<file path="config.mk">
export PLATFORM = sky130hd
export DESIGN_NAME = tage_t0_update_ctrl_flat
export DESIGN_NICKNAME = d
export VERILOG_FILES = /design/src/rtl/tage_pkg.sv /design/src/rtl/tage_t0_update_ctrl_if.sv /design/src/rtl/tage_upd_fifo.sv /design/src/rtl/tage_t0_update_ctrl.sv /design/src/flat_wrapper.sv
export SDC_FILE = /design/constraint.sdc
export NUM_CORES = 1
export LEC_CHECK = 0
export CORE_MARGIN = 3
export CORE_UTILIZATION = 50
export DETAILED_ROUTE_END_ITERATION = 8
export GPL_TIMING_DRIVEN = 0
export PLACE_DENSITY_LB_ADDON = 0.12
export SYNTH_ARGS = -nofsm -noshare
export SYNTH_HDL_FRONTEND = slang
export SYNTH_SLANG_ARGS = --single-unit
</file>
<file path="constraint.sdc">
create_clock -name clk -period 4 [get_ports clk]
set_input_delay 0.6 -clock clk [delete_from_list [all_inputs] [get_ports clk]]
set_output_delay 0.6 -clock clk [all_outputs]
set_load 0.02 [all_outputs]
</file>
<file path="src/rtl/tage_pkg.sv">
// Shared types and constants for the TAGE base (T0) bimodal table update path.
package tage_pkg;

    localparam int T0_ENTRIES = 512;
    localparam int T0_IDX_W   = $clog2(T0_ENTRIES);

    typedef logic [1:0] ctr2_t;

    // Reset value every T0 counter should hold after the init sweep.
    localparam ctr2_t CTR_WEAK_NT = 2'b01;
    // The sweep presents one below weak-NT with taken=1; T0's own increment lands on weak-NT.
    localparam ctr2_t CTR_SWEEP_PRED = CTR_WEAK_NT - 2'd1;

    typedef struct packed {
        logic [31:0] pc;
        logic        taken;
        ctr2_t       pred;
    } t0_upd_t;

    typedef enum logic {
        ST_INIT,
        ST_RUN
    } t0_state_e;

endpackage

</file>
<file path="src/rtl/tage_t0_update_ctrl_if.sv">
// Commit-side update ports and T0 write-port bundle for the T0 update sequencer.
interface tage_t0_update_ctrl_if import tage_pkg::*; ();

    logic        upd0_valid;
    logic        upd0_ready;
    logic [31:0] upd0_pc;
    logic        upd0_taken;
    ctr2_t       upd0_pred;

    logic        upd1_valid;
    logic        upd1_ready;
    logic [31:0] upd1_pc;
    logic        upd1_taken;
    ctr2_t       upd1_pred;

    logic        t0_update_valid;
    logic [31:0] t0_update_pc;
    logic        t0_update_taken;
    ctr2_t       t0_update_pred;

    // Commit unit side: issues updates, observes readies and the T0 write stream.
    modport master (
        output upd0_valid, upd0_pc, upd0_taken, upd0_pred,
        output upd1_valid, upd1_pc, upd1_taken, upd1_pred,
        input  upd0_ready, upd1_ready,
        input  t0_update_valid, t0_update_pc, t0_update_taken, t0_update_pred
    );

    // Sequencer side.
    modport slave (
        input  upd0_valid, upd0_pc, upd0_taken, upd0_pred,
        input  upd1_valid, upd1_pc, upd1_taken, upd1_pred,
        output upd0_ready, upd1_ready,
        output t0_update_valid, t0_update_pc, t0_update_taken, t0_update_pred
    );

endinterface

</file>
<file path="src/rtl/tage_upd_fifo.sv">
// Two-write / one-read update FIFO. Port 0 is always written ahead of port 1.
module tage_upd_fifo import tage_pkg::*; #(
    parameter int DEPTH = 4
) (
    input  logic                       clk,
    input  logic                       rst_n,
    input  logic                       flush,
    input  logic                       push0,
    input  t0_upd_t                    data0,
    input  logic                       push1,
    input  t0_upd_t                    data1,
    input  logic                       pop,
    output t0_upd_t                    head,
    output logic [$clog2(DEPTH):0]     count
);

    localparam int PTR_W = $clog2(DEPTH);
    localparam int CNT_W = PTR_W + 1;

    t0_upd_t          mem [DEPTH];
    logic [PTR_W-1:0] wptr;
    logic [PTR_W-1:0] rptr;
    logic [PTR_W-1:0] wslot1;

    // Port 1 lands in the slot after port 0 when both write, otherwise in the next free slot.
    always_comb begin
        wslot1 = push0 ? wptr + PTR_W'(1) : wptr;
    end

    // Pointers and occupancy; flush drops everything including a same-cycle push.
    always_ff @(posedge clk) begin
        if (!rst_n || flush) begin
            wptr  <= '0;
            rptr  <= '0;
            count <= '0;
        end else begin
            wptr  <= wptr + PTR_W'(push0) + PTR_W'(push1);
            rptr  <= rptr + PTR_W'(pop);
            count <= count + CNT_W'(push0) + CNT_W'(push1) - CNT_W'(pop);
        end
    end

    // Entry storage carries no reset; pointers alone define validity.
    always_ff @(posedge clk) begin
        if (push0) mem[wptr]   <= data0;
        if (push1) mem[wslot1] <= data1;
    end

    assign head = mem[rptr];

endmodule

</file>
<file path="src/rtl/tage_t0_update_ctrl.sv">
// T0 update sequencer: init sweep of the bimodal table, then drains buffered
// branch-resolution updates from two commit ports at one per cycle.
module tage_t0_update_ctrl import tage_pkg::*; #(
    parameter int NUM_ENTRIES = T0_ENTRIES,
    parameter int IDX_W       = $clog2(NUM_ENTRIES),
    parameter int FIFO_DEPTH  = 4
) (
    input  logic                        clk,
    input  logic                        rst_n,
    input  logic                        reinit,
    tage_t0_update_ctrl_if.slave        upd,
    output logic                        init_busy,
    output logic [$clog2(FIFO_DEPTH):0] fifo_count
);

    localparam int CNT_W = $clog2(FIFO_DEPTH) + 1;

    t0_state_e        state, state_nxt;
    logic [IDX_W-1:0] idx, idx_nxt;
    logic [CNT_W-1:0] count;
    t0_upd_t          head, wr0, wr1;
    logic             push0, push1, pop, flush;
    logic             ready0, ready1;
    logic             sweep_last;

    assign sweep_last = (idx == IDX_W'(NUM_ENTRIES - 1));
    assign wr0 = '{pc: upd.upd0_pc, taken: upd.upd0_taken, pred: upd.upd0_pred};
    assign wr1 = '{pc: upd.upd1_pc, taken: upd.upd1_taken, pred: upd.upd1_pred};
    assign upd.upd0_ready = ready0;
    assign upd.upd1_ready = ready1;

    // State and sweep index; reset always restarts the sweep from entry 0.
    always_ff @(posedge clk) begin
        if (!rst_n) begin
            state <= ST_INIT;
            idx   <= '0;
        end else begin
            state <= state_nxt;
            idx   <= idx_nxt;
        end
    end

    // Next state, FIFO control and T0 output mux; everything is gated while in reset.
    always_comb begin
        state_nxt           = state;
        idx_nxt             = idx;
        flush               = 1'b0;
        push0               = 1'b0;
        push1               = 1'b0;
        pop                 = 1'b0;
        ready0              = 1'b0;
        ready1              = 1'b0;
        init_busy           = 1'b1;
        fifo_count          = '0;
        upd.t0_update_valid = 1'b0;
        upd.t0_update_pc    = '0;
        upd.t0_update_taken = 1'b0;
        upd.t0_update_pred  = CTR_SWEEP_PRED;
        if (rst_n) begin
            case (state)
                ST_INIT: begin
                    upd.t0_update_valid = 1'b1;
                    upd.t0_update_pc    = 32'(idx);
                    upd.t0_update_taken = 1'b1;
                    upd.t0_update_pred  = CTR_SWEEP_PRED;
                    idx_nxt             = idx + IDX_W'(1);
                    if (sweep_last) begin
                        state_nxt = ST_RUN;
                        idx_nxt   = '0;
                    end
                end
                ST_RUN: begin
                    init_busy           = 1'b0;
                    fifo_count          = count;
                    ready0              = (count < CNT_W'(FIFO_DEPTH));
                    ready1              = (count <= CNT_W'(FIFO_DEPTH - 2));
                    push0               = upd.upd0_valid && ready0;
                    push1               = upd.upd1_valid && ready1;
                    pop                 = (count != '0);
                    upd.t0_update_valid = pop;
                    upd.t0_update_pc    = head.pc;
                    upd.t0_update_taken = head.taken;
                    upd.t0_update_pred  = head.pred;
                    if (reinit) begin
                        state_nxt = ST_INIT;
                        idx_nxt   = '0;
                        flush     = 1'b1;
                    end
                end
                default: ;
            endcase
        end
    end

    tage_upd_fifo #(
        .DEPTH (FIFO_DEPTH)
    ) u_fifo (
        .clk   (clk),
        .rst_n (rst_n),
        .flush (flush),
        .push0 (push0),
        .data0 (wr0),
        .push1 (push1),
        .data1 (wr1),
        .pop   (pop),
        .head  (head),
        .count (count)
    );

endmodule

</file>
<file path="src/flat_wrapper.sv">
// flat-port wrapper written by rule: the top's interface ports become plain ports
module tage_t0_update_ctrl_flat import tage_pkg::*;
#(
    parameter int NUM_ENTRIES = T0_ENTRIES,
    parameter int IDX_W       = $clog2(NUM_ENTRIES),
    parameter int FIFO_DEPTH  = 4
)
  (clk, rst_n, reinit, init_busy, fifo_count, upd_upd0_valid, upd_upd0_pc, upd_upd0_taken, upd_upd0_pred, upd_upd1_valid, upd_upd1_pc, upd_upd1_taken, upd_upd1_pred, upd_upd0_ready, upd_upd1_ready, upd_t0_update_valid, upd_t0_update_pc, upd_t0_update_taken, upd_t0_update_pred);
  tage_t0_update_ctrl_if upd_i ();
  input  logic clk;
  input  logic rst_n;
  input  logic reinit;
  output logic init_busy;
  output logic [$clog2(FIFO_DEPTH):0] fifo_count;
  input wire logic [$bits(upd_i.upd0_valid)-1:0] upd_upd0_valid;
  input wire logic [$bits(upd_i.upd0_pc)-1:0] upd_upd0_pc;
  input wire logic [$bits(upd_i.upd0_taken)-1:0] upd_upd0_taken;
  input wire logic [$bits(upd_i.upd0_pred)-1:0] upd_upd0_pred;
  input wire logic [$bits(upd_i.upd1_valid)-1:0] upd_upd1_valid;
  input wire logic [$bits(upd_i.upd1_pc)-1:0] upd_upd1_pc;
  input wire logic [$bits(upd_i.upd1_taken)-1:0] upd_upd1_taken;
  input wire logic [$bits(upd_i.upd1_pred)-1:0] upd_upd1_pred;
  output wire logic [$bits(upd_i.upd0_ready)-1:0] upd_upd0_ready;
  output wire logic [$bits(upd_i.upd1_ready)-1:0] upd_upd1_ready;
  output wire logic [$bits(upd_i.t0_update_valid)-1:0] upd_t0_update_valid;
  output wire logic [$bits(upd_i.t0_update_pc)-1:0] upd_t0_update_pc;
  output wire logic [$bits(upd_i.t0_update_taken)-1:0] upd_t0_update_taken;
  output wire logic [$bits(upd_i.t0_update_pred)-1:0] upd_t0_update_pred;
  assign upd_i.upd0_valid = upd_upd0_valid;
  assign upd_i.upd0_pc = upd_upd0_pc;
  assign upd_i.upd0_taken = upd_upd0_taken;
  assign upd_i.upd0_pred = upd_upd0_pred;
  assign upd_i.upd1_valid = upd_upd1_valid;
  assign upd_i.upd1_pc = upd_upd1_pc;
  assign upd_i.upd1_taken = upd_upd1_taken;
  assign upd_i.upd1_pred = upd_upd1_pred;
  assign upd_upd0_ready = upd_i.upd0_ready;
  assign upd_upd1_ready = upd_i.upd1_ready;
  assign upd_t0_update_valid = upd_i.t0_update_valid;
  assign upd_t0_update_pc = upd_i.t0_update_pc;
  assign upd_t0_update_taken = upd_i.t0_update_taken;
  assign upd_t0_update_pred = upd_i.t0_update_pred;
  tage_t0_update_ctrl #(.NUM_ENTRIES(NUM_ENTRIES), .IDX_W(IDX_W), .FIFO_DEPTH(FIFO_DEPTH)) u_core (.clk(clk), .rst_n(rst_n), .reinit(reinit), .upd(upd_i), .init_busy(init_busy), .fifo_count(fifo_count));
endmodule
</file>
==> results.md <==
- Status: complete, no violations
- Worst slew pin tran: 0.731 ns
- CP Class: reg -> out
- IO Pins: 117
- Die area: 17900 sq um
- Cell with the most instances after synthesis: edfxtp_1
- Remaining DRCs: 0
- Avg Cell Area, Syn: roughly 16 sq um
- Final setup fails: 0
- Root buffer cell: clkbuf_16
- Post-synth EDFFs: 140
- Worst EP required: 3.40 ns
- Mapped Nets: 599
- Clock latency on the worst-skew pair: roughly 0.42 ns
- Number of CTS-inserted buffers: 17
- Peak supply drop: a little over 0.0003 V
- GPL Wtd Cong: 0.774
- Hold Buf Count CTS: 0
- Leakage: 3.34 nW
- Unrepaired setup endpoints after global routing: false
- First-pass GRT wire length: 29300 microns
- Final net count: 737
- Initial antenna violation count: 0
- Post-Synthesis Cells: 512
- Synth warnings: 0
- Crit path largest cell delay: roughly 0.60 ns
- Detail Placement HPWL: 12100 microns
- Final-report hold violation count: 0
- Mapped cell area: between 8000 and 9000 sq um
- Power, Total: between 3 and 4 mW
- WL/cell: 20.9 microns
- CTS tree: built
- GR Util All Layers: between 20 and 25%
- Residual overflow from global routing: 0
- R2R setup slack: 1.03 ns
- Post-CTS Resized: 0
- Critical Path Start Type: register
- DRT Pass-1 Iters: 5
- R2r endpoint: u_core.u_fifo.count[2]$_SDFF_PP0_
- Die width: about 130 microns
- Worst Hold Class: in -> reg
- Slowest-stage cell, CP: clkbuf_1
- Crit path time final: 3.58 ns
- Most used cell along the critical path: clkbuf_1
- # clock sinks: 157
- FF-to-FF Start: u_core.state$_SDFF_PN0_
- Most used DFF post-synth: edfxtp_1
- Reg2Reg Depth: 10
- Top post-synthesis cells by count: edfxtp_1, mux2_2, nor2b_1
- Initial DRC Count: 304
- Vias/cell: about 5.7
- CP cell instances: clkbuf_1 > clkbuf_1 > mux4_2 > mux2i_1 > nor2b_1 > clkdlybuf4s50_1
- Worst Skew: between 0.007 and 0.008 ns
- Clock Tree Buf Depth: 2
- Max FO, Critical Path: 10
- FMAX: between 200 and 300 MHz
- WHS Path Cells: 2
- N_diodes: 0
- Starting Density: 51.3%
- Vias in the first global route: approximately 5200
- Max cap viols: 0
- Power Density: approximately 340 nW/um^2
- Port-buffer cells: 115
- P&R area growth vs syn: 24.9%
- Core area: 15900 sq um
- FP Rows: 46
- Synth area leaders: edfxtp_1, mux2_2, mux4_2, dfxtp_1, nor2b_1
- Most area-hungry cell type in the Yosys netlist: edfxtp_1
- Yosys cell types: 41
- Clock Pin Slew Worst Setup and Hold Paths: 0.06 ns
- Largest net degree at the start of global routing: 32
- Fill cells: 1197
- Post-synth top area share: between 50% and 60%
- Layout cell share with drive strength beyond 1: between 30 and 40%
- Via count: 4978
- CP arrival: 2.98 ns
- Worst Min Path Start: rst_n
- Final Max Slew Viols: 0
- CP Capture Type: output pin
- Post-CTS Setup Repair Bufs: 0
- Max_slew headroom: between 50% and 60%
- Seq cells post-synth: 157
- Async SR Flop Fraction: 0%
- Hold Path Sink: u_core.u_fifo.rptr[0]$_SDFF_PP0_
- H-tree depth: 4
- Post-Route WL: 18400 microns
- Antenna Nets Post-Route: 0
- Worst hold slack: 0.465 ns
- Die Y: 134 microns
- Period utilisation layout: 89.4%
- Register area share after synthesis: 55.5%
-- critical path: cells and delay by family (launching register included) --
kind / cells / cell delay [ns]
flip-flops: 1 / 0.31
buffers and inverters: 3 / 1.58
AND/OR/NAND/NOR: 1 / 0.06
multiplexers: 2 / 0.61
-- registers in the layout, indices dropped and copies added (netlist names) --
| name | cells |
|---|---|
| u_core.idx | 9 |
| u_core.u_fifo.wptr | 2 |
| u_core.u_fifo.mem | 140 |
| u_core.u_fifo.count | 3 |
| u_core.u_fifo.rptr | 2 |
| u_core.state | 1 |
-- worst max path at each step --
stage,endpoint,from,cells after the start
floorplan,u_core.u_fifo.mem[1][0]$_DFFE_PP_,rst_n,8
global placement,u_core.u_fifo.mem[0][18]$_DFFE_PP_,upd_upd0_valid,6
detailed placement,u_core.u_fifo.mem[2][9]$_DFFE_PP_,upd_upd0_valid,8
CTS,upd_t0_update_pc[6],u_core.u_fifo.rptr[1]$_SDFF_PP0_,6
global route,upd_t0_update_pc[6],u_core.u_fifo.rptr[1]$_SDFF_PP0_,6
finish,upd_t0_update_pc[6],u_core.u_fifo.rptr[1]$_SDFF_PP0_,6
-- power by group --
part           switching (mW)  internal [mW]
registers             0.00360           1.79
logic                  0.0720          0.127
clock network           0.632          0.845
-- through the flow --
stage / worst slack, ns / instances / setup TNS, ns / cell area, sq um / utilization [%]
2_1_floorplan: 1.01 / 512 / 0 / 8190 / -
3_3_place_gp: -0.268 / 843 / -33.47 / 9610 / 60.3
3_5_place_dp: 0.631 / 847 / 0 / 9690 / 60.8
4_1_cts: 0.369 / 879 / 0 / 10200 / 64.2
5_1_grt: 0.244 / 879 / 0 / 10200 / 64.2
6_report: 0.422 / 879 / 0 / 10200 / 64.2
-- per-layer routing --
metal / GRT usage (%) / wire, microns / up-vias
li1: - / - / 2276
met1: 28.9 / 7950 / 2560
met2: 35.4 / 9400 / 130
met3: 4.54 / 889 / 12
met4: 6.06 / 164 / 0
met5: 0 / 0 / -
-- final cells by class --
class	count	area (sq um)	share of cell area (%)
flip-flops and latches	157	4540	44.4
clock buffers	19	433	4.23
well taps	216	270	2.64
clock inverters	13	101	0.991
repair buffers	119	1230	12.0
inverters	8	30.0	0.294
multi-input cells	315	3380	33.0
plain buffers	32	241	2.36
-- placed cells by master, fill, tap and decap left out, drive strengths merged, types with 3 or more instances in the layout --
| cell type | instances |
|---|---|
| a21o | 3 |
| a21oi | 4 |
| and3 | 5 |
| buf | 25 |
| clkbuf | 30 |
| clkdlybuf4s50 | 115 |
| clkinv | 7 |
| clkinvlp | 5 |
| dfxtp | 17 |
| edfxtp | 140 |
| fa | 3 |
| ha | 9 |
| inv | 8 |
| mux2 | 140 |
| mux2i | 10 |
| mux4 | 35 |
| nand2 | 10 |
| nand3 | 6 |
| nor2 | 16 |
| nor2b | 40 |
| nor3 | 6 |
| nor3b | 3 |
| o211a | 3 |
| o21ai | 6 |
-- logic make-up after synthesis --
logic type	count (synthesis)	share of synthesized area (%)
adders and majority gates	12	2.11
muxes	185	30.3
DFF	157	55.5
xor gates and xnor gates	4	0.428
and+or+nand+nor	92	6.57
buffers and inverters	40	3.32
AOI/OAI and AO/OA	22	1.79
Note: power is estimated with default switching activity, not from simulation.
